**src/rtl/uart_pkg.sv**
```systemverilog
// Shared UART definitions: FSM state encoding, frame-format constants and the
// clocks-per-bit calculation used by both the TX and RX paths.
package uart_pkg;

  typedef enum logic [1:0] {
    ST_IDLE  = 2'd0,
    ST_START = 2'd1,
    ST_DATA  = 2'd2,
    ST_STOP  = 2'd3
  } uart_state_e;

  localparam logic LINE_IDLE = 1'b1;
  localparam logic START_BIT = 1'b0;
  localparam logic STOP_BIT  = 1'b1;

  localparam int unsigned MIN_DATA_BITS = 5;
  localparam int unsigned MAX_DATA_BITS = 8;
  localparam int unsigned MIN_STOP_BITS = 1;
  localparam int unsigned MAX_STOP_BITS = 2;
  localparam int unsigned MIN_CPB       = 2;

  function automatic int unsigned calc_cpb(input int unsigned clk_hz, input int unsigned baud);
    return clk_hz / baud;
  endfunction

endpackage

```
**src/rtl/uart_baud_gen.sv**
```systemverilog
// Bit-period counter: counts 0..p_cpb-1 while enabled and flags the last cycle
// of each bit; a synchronous clear restarts the period at a frame boundary.
module uart_baud_gen #(
  parameter int unsigned p_cpb = 10
) (
  input  logic clk_i,
  input  logic rst_n_i,
  input  logic en_i,
  input  logic clr_i,
  output logic bit_end_o
);

  localparam int unsigned CW = (p_cpb > 1) ? $clog2(p_cpb) : 1;
  localparam logic [CW-1:0] CNT_LAST = CW'(p_cpb - 1);

  logic [CW-1:0] cnt_q, cnt_d;

  // bit_end must not depend on clr_i: the clear is driven by the pop strobe,
  // which itself is derived from bit_end.
  assign bit_end_o = en_i && (cnt_q == CNT_LAST);

  always_comb begin
    cnt_d = cnt_q;
    if (clr_i)     cnt_d = '0;
    else if (en_i) cnt_d = (cnt_q == CNT_LAST) ? '0 : cnt_q + 1'b1;
  end

  always_ff @(posedge clk_i or negedge rst_n_i) begin
    if (!rst_n_i) cnt_q <= '0;
    else          cnt_q <= cnt_d;
  end

endmodule

```
**src/rtl/uart_tx_serializer.sv**
```systemverilog
// UART transmitter: pops words from the TX FIFO and sends them LSB-first as
// start / data / stop frames, chaining frames with no idle gap.
module uart_tx_serializer
  import uart_pkg::*;
#(
  parameter int unsigned p_clk_freq_hz = 50_000_000,
  parameter int unsigned p_baud        = 115_200,
  parameter int unsigned p_data_bits   = 7,
  parameter int unsigned p_stop_bits   = 1
) (
  input  logic                   clk_i,
  input  logic                   rst_n_i,
  input  logic [p_data_bits-1:0] fifo_data_i,
  input  logic                   fifo_valid_i,
  output logic                   fifo_read_o,
  output logic                   tx_o,
  output logic                   busy_o
);

  localparam int unsigned CPB = calc_cpb(p_clk_freq_hz, p_baud);
  localparam int unsigned IW  = $clog2(p_data_bits);
  localparam logic [IW-1:0] DATA_LAST = IW'(p_data_bits - 1);
  localparam logic          STOP_LAST = 1'(p_stop_bits - 1);

  if (CPB < MIN_CPB) begin : g_bad_cpb
    $error("uart_tx_serializer: clocks per bit must be at least 2");
  end
  if (p_data_bits < MIN_DATA_BITS || p_data_bits > MAX_DATA_BITS) begin : g_bad_data
    $error("uart_tx_serializer: p_data_bits must be 5..8");
  end
  if (p_stop_bits < MIN_STOP_BITS || p_stop_bits > MAX_STOP_BITS) begin : g_bad_stop
    $error("uart_tx_serializer: p_stop_bits must be 1..2");
  end

  uart_state_e            state_q, state_d;
  logic [p_data_bits-1:0] shift_q, shift_d;
  logic [IW-1:0]          data_idx_q, data_idx_d;
  logic                   stop_idx_q, stop_idx_d;
  logic                   tx_q, tx_d;
  logic                   busy_q, busy_d;
  logic                   bit_end;
  logic                   last_stop_end;

  uart_baud_gen #(.p_cpb(CPB)) u_baud (
    .clk_i     (clk_i),
    .rst_n_i   (rst_n_i),
    .en_i      (state_q != ST_IDLE),
    .clr_i     (fifo_read_o),
    .bit_end_o (bit_end)
  );

  assign last_stop_end = (state_q == ST_STOP) && bit_end && (stop_idx_q == STOP_LAST);
  assign fifo_read_o   = fifo_valid_i && ((state_q == ST_IDLE) || last_stop_end);

  always_comb begin
    state_d    = state_q;
    shift_d    = shift_q;
    data_idx_d = data_idx_q;
    stop_idx_d = stop_idx_q;
    tx_d       = tx_q;
    // A pop takes priority: it either starts from idle or chains the next frame.
    if (fifo_read_o) begin
      state_d    = ST_START;
      shift_d    = fifo_data_i;
      data_idx_d = '0;
      stop_idx_d = 1'b0;
      tx_d       = START_BIT;
    end else if (bit_end) begin
      unique case (state_q)
        ST_START: begin
          state_d = ST_DATA;
          tx_d    = shift_q[0];
        end
        ST_DATA: begin
          if (data_idx_q == DATA_LAST) begin
            state_d    = ST_STOP;
            stop_idx_d = 1'b0;
            tx_d       = STOP_BIT;
          end else begin
            shift_d    = shift_q >> 1;
            data_idx_d = data_idx_q + 1'b1;
            tx_d       = shift_q[1];
          end
        end
        ST_STOP: begin
          if (stop_idx_q == STOP_LAST) begin
            state_d = ST_IDLE;
            tx_d    = LINE_IDLE;
          end else begin
            stop_idx_d = 1'b1;
          end
        end
        default: state_d = ST_IDLE;
      endcase
    end
    busy_d = (state_d != ST_IDLE);
  end

  always_ff @(posedge clk_i or negedge rst_n_i) begin
    if (!rst_n_i) begin
      state_q    <= ST_IDLE;
      shift_q    <= '0;
      data_idx_q <= '0;
      stop_idx_q <= 1'b0;
      tx_q       <= LINE_IDLE;
      busy_q     <= 1'b0;
    end else begin
      state_q    <= state_d;
      shift_q    <= shift_d;
      data_idx_q <= data_idx_d;
      stop_idx_q <= stop_idx_d;
      tx_q       <= tx_d;
      busy_q     <= busy_d;
    end
  end

  assign tx_o   = tx_q;
  assign busy_o = busy_q;

endmodule
```
**config.mk**
```make
export PLATFORM = sky130hd
export DESIGN_NAME = uart_tx_serializer
export DESIGN_NICKNAME = d
export VERILOG_FILES = /design/src/rtl/uart_pkg.sv /design/src/rtl/uart_baud_gen.sv /design/src/rtl/uart_tx_serializer.sv
export SDC_FILE = /design/constraint.sdc
export NUM_CORES = 1
export LEC_CHECK = 0
export CORE_AREA = 4 4 46 78
export CTS_BUF_LIST = sky130_fd_sc_hd__clkbuf_4 sky130_fd_sc_hd__clkbuf_8
export DETAILED_ROUTE_END_ITERATION = 10
export DIE_AREA = 0 0 50 82
export GPL_ROUTABILITY_DRIVEN = 0
export PLACE_DENSITY = 0.66
export SETUP_SLACK_MARGIN = 0.1
export SYNTH_ARGS = -nofsm -noshare
export SYNTH_HDL_FRONTEND = slang
export SYNTH_SLANG_ARGS = --single-unit
export TNS_END_PERCENT = 1
```
**constraint.sdc**
```tcl
create_clock -name clk_i -period 1.7 [get_ports clk_i]
set_input_delay 0.255 -clock clk_i [delete_from_list [all_inputs] [get_ports clk_i]]
set_output_delay 0.255 -clock clk_i [all_outputs]
set_load 0.02 [all_outputs]
```
==> reports/qor.yml <==
flow_run:
  drv_cap: 0
place:
  dpl.cell_count: 204
  io_buffer_count: 12
  dp_hpwl_um: 2270
  placed_area_mm2: 0.00163
global_route:
  overflow: 0
  grt_pass1_wl_um: 5260
  grt_max_degree: 24
  antenna_found_initial: 0
  grt.total_usage_pct: 16.8
  grt_pass1_vias: 1188
timing:
  hold_viol: 0
  whs_ns: 0.356
  timing.setup.tns_ns: -0.731
  max_slew.worst_pin.slew_ns: 0.299
  finalMaxSlewViolations: 0
  fin_crit_sh_pct: 108
  grt_setup_unrepaired: "true"
  setup_violations: 13
  period_minus_slack_ns: 1.83
  setup_ws_ns: -0.133
  skew_ns: 0.00303
  maxSlewHeadroom_pct: 79.9
  fmax_mhz: 546
floorplan:
  die_w_um: 50
  core_area_mm2: 0.00296
  die-area_mm2: 0.00410
  rows: 26
  fp.dieH_um: 82
  ioPinCount: 13
  initial_core_util_pct: 43.4
pwr:
  pwr_density_cell_mw_per_mm2: 557
  ir_drop_uv: 592
  power.leakage_nw: 0.808
synth:
  synthesis.instances: 132
  synth_cell_type_count: 35
  netlist_top_cells_count: "22 x dfrtp_1, 13 x inv_1, 12 x a21oi_1"
  ys_warn_count: 0
  synth.avg_cell_area_um2: 9.73
  synthFlopType: "dfrtp_1"
  yosys.area_share.simple_pct: 19.2
  synth.most_common_cell: "dfrtp_1"
  ys_seq_area_share_pct: 44.9
  synth_top_family_by_area: "simple AND/OR/NAND/NOR gates"
  synth_top_area_share_pct: 42.9
  muxShareOfSynthArea_pct: 7.02
  synth_edf_count: 0
  netlist_top_cells_area: "dfrtp_1 43%, mux2i_1 7.0%, ha_1 6.8%"
  synth_compound_area_share_pct: 15.4
  synth_top_area_cell: "dfrtp_1"
  synth-seq-cells: 23
  synth-adder-area-share_pct: 6.82
  netlist_area_mm2: 0.00128
  synth_xor_xnor_area_share_pct: 1.36
  postSynth.asyncResetShare_pct: 100
  synth_nets: 149
critical_path:
  critPathRequiredTime_ns: 1.85
  crit_fanout: 3
  worst_setup_path_start_kind: "flip-flop"
  cp-end-kind: "flip-flop"
  cp.arrival_ns: 1.98
  crit_type: "flip-flop to flip-flop"
hold_path:
  hold_class: "primary input to async pin"
detailed_routing:
  drt-initial-drc-count: 17
  antenna_left: 0
  wl_per_cell_um: 14.3
  avgViaCountPerCell: 5.22
  drcViolationCount: 0
  routed_wl_um: 3010
  drtPass1Iterations: 4
  vias: 1102
clock_tree:
  cts_buffers: 3
  htreeDepth: 1
  clockBufferDepth: 2
  root_buffer: "clkbuf_8"
  cts_sinks: 23
  cts_tree: "built"
  clk_pin_slew_ns: 0.08
  clock_latency_ns: 0.26
finish:
  multiInputGateArea_um2: 723
  area.sequential_um2: 578
  diodes: 0
  design_area_mm2: 0.00178
  finalNonFillerCells: 211
  drive_gt1_share_pct: 32.5
  utilization_pct: 60.1
  area_growth_pct: 38.6
  final.fill_count: 252
  nets: 187
run_status:
  violations: "setup timing"
  status: "complete, but fails checks"
## cell type report
cell class | instances | area share (%)
multi-input cells | 92 | 40.6
flip-flops and latches | 23 | 32.5
repair buffers | 37 | 18.1
inverters | 13 | 3.02
well taps | 42 | 2.95
clock buffers | 4 | 2.74
## layout by cell type (no fill, tap or decap), types with 2 or more instances in the layout
cell             count
mux2i_1              8
o21ai_1              4
ha_1                 5
a21oi_1              8
o22ai_1              2
nor2b_1              2
dfrtp_1             21
o21ai_0              5
nand2b_1             2
nand3_1              4
nand4_1              4
buf_6                5
buf_4               21
inv_1                9
clkdlybuf4s50_1     10
a21oi_2              4
clkbuf_8             3
nand2_1              8
nor3_1               6
a211oi_1             2
nor2_1               5
inv_2                3
## path summary, 6_finish.rpt
path	startpoint	to	slack, ns	cells past startpoint
worst max-delay path	u_baud.cnt_q[2]$_DFFE_PN0P_	busy_o$_DFF_PN0_	-0.13	5
worst min-delay path	rst_n_i	data_idx_q[0]$_DFFE_PN0P_	0.36	2
worst max register to register	u_baud.cnt_q[2]$_DFFE_PN0P_	busy_o$_DFF_PN0_	-0.13	5
worst min register to register	shift_q[6]$_DFFE_PN0P_	shift_q[6]$_DFFE_PN0P_	0.54	1
max in group asynchronous	rst_n_i	tx_o$_DFFE_PN1P_	1.06	2
min in group clk_i	shift_q[6]$_DFFE_PN0P_	shift_q[6]$_DFFE_PN0P_	0.54	1
## routing by layer
| metal | global-route usage (%) | up-vias | routed length (um) |
|---|---|---|---|
| met5 | 0 | - | 0 |
| met4 | 9.42 | 0 | 44 |
| met3 | 2.90 | 4 | 58 |
| met2 | 32.9 | 15 | 1840 |
| met1 | 16.1 | 534 | 1070 |
| li1 | - | 549 | - |
## critical path, stage by stage (launching register included)
cell and delay, ns:
dfrtp_1 0.42, buf_6 0.13, or4b_4 0.55, nor3_4 0.27
mux2i_2 0.27, nand2b_1 0.08
## logic make-up (layout without fill, tap and decap cells)
| group | count (synthesis) | count (layout) |
|---|---|---|
| AO/OA/AOI/OAI | 32 | 32 |
| multiplexers | 9 | 9 |
| adder cells (fa/ha/maj) | 7 | 7 |
| AND/OR/NAND/NOR | 42 | 42 |
| buffers and inverters | 17 | 54 |
| flip-flops | 23 | 23 |
| XOR/XNOR | 2 | 2 |
## repair_timing
item,CTS,global route
buffers inserted,2,1
endpoints found under the setup margin,17,24
resized for setup,21,9
hold buffers,0,0
pin swaps,9,13
## state kept, by name, indices dropped and copies added (netlist names)
register      flops
tx_o              1
shift_q           7
u_baud.cnt_q      9
data_idx_q        3
state_q           2
busy_o            1
## power breakdown
| part | internal [W] | total (W) | switching, W | leakage, nW |
|---|---|---|---|---|
| registers | 0.000560 | 0.000569 | 0.00000863 | 0.263 |
| clock network | 0.000183 | 0.000348 | 0.000165 | 0.0262 |
| logic | 0.0000382 | 0.0000735 | 0.0000353 | 0.519 |
| total | 0.000781 | 0.000990 | 0.000209 | 0.808 |
## through the flow
stage                     setup slack [ns]  power, W
final                               -0.133  0.000990
after global routing                -0.200   0.00104
after CTS                           -0.116   0.00101
after detailed placement            -0.305  0.000651
after global placement              -0.284  0.000648
after floorplan                     0.0431  0.000604
(Power assumes the default switching activity.)
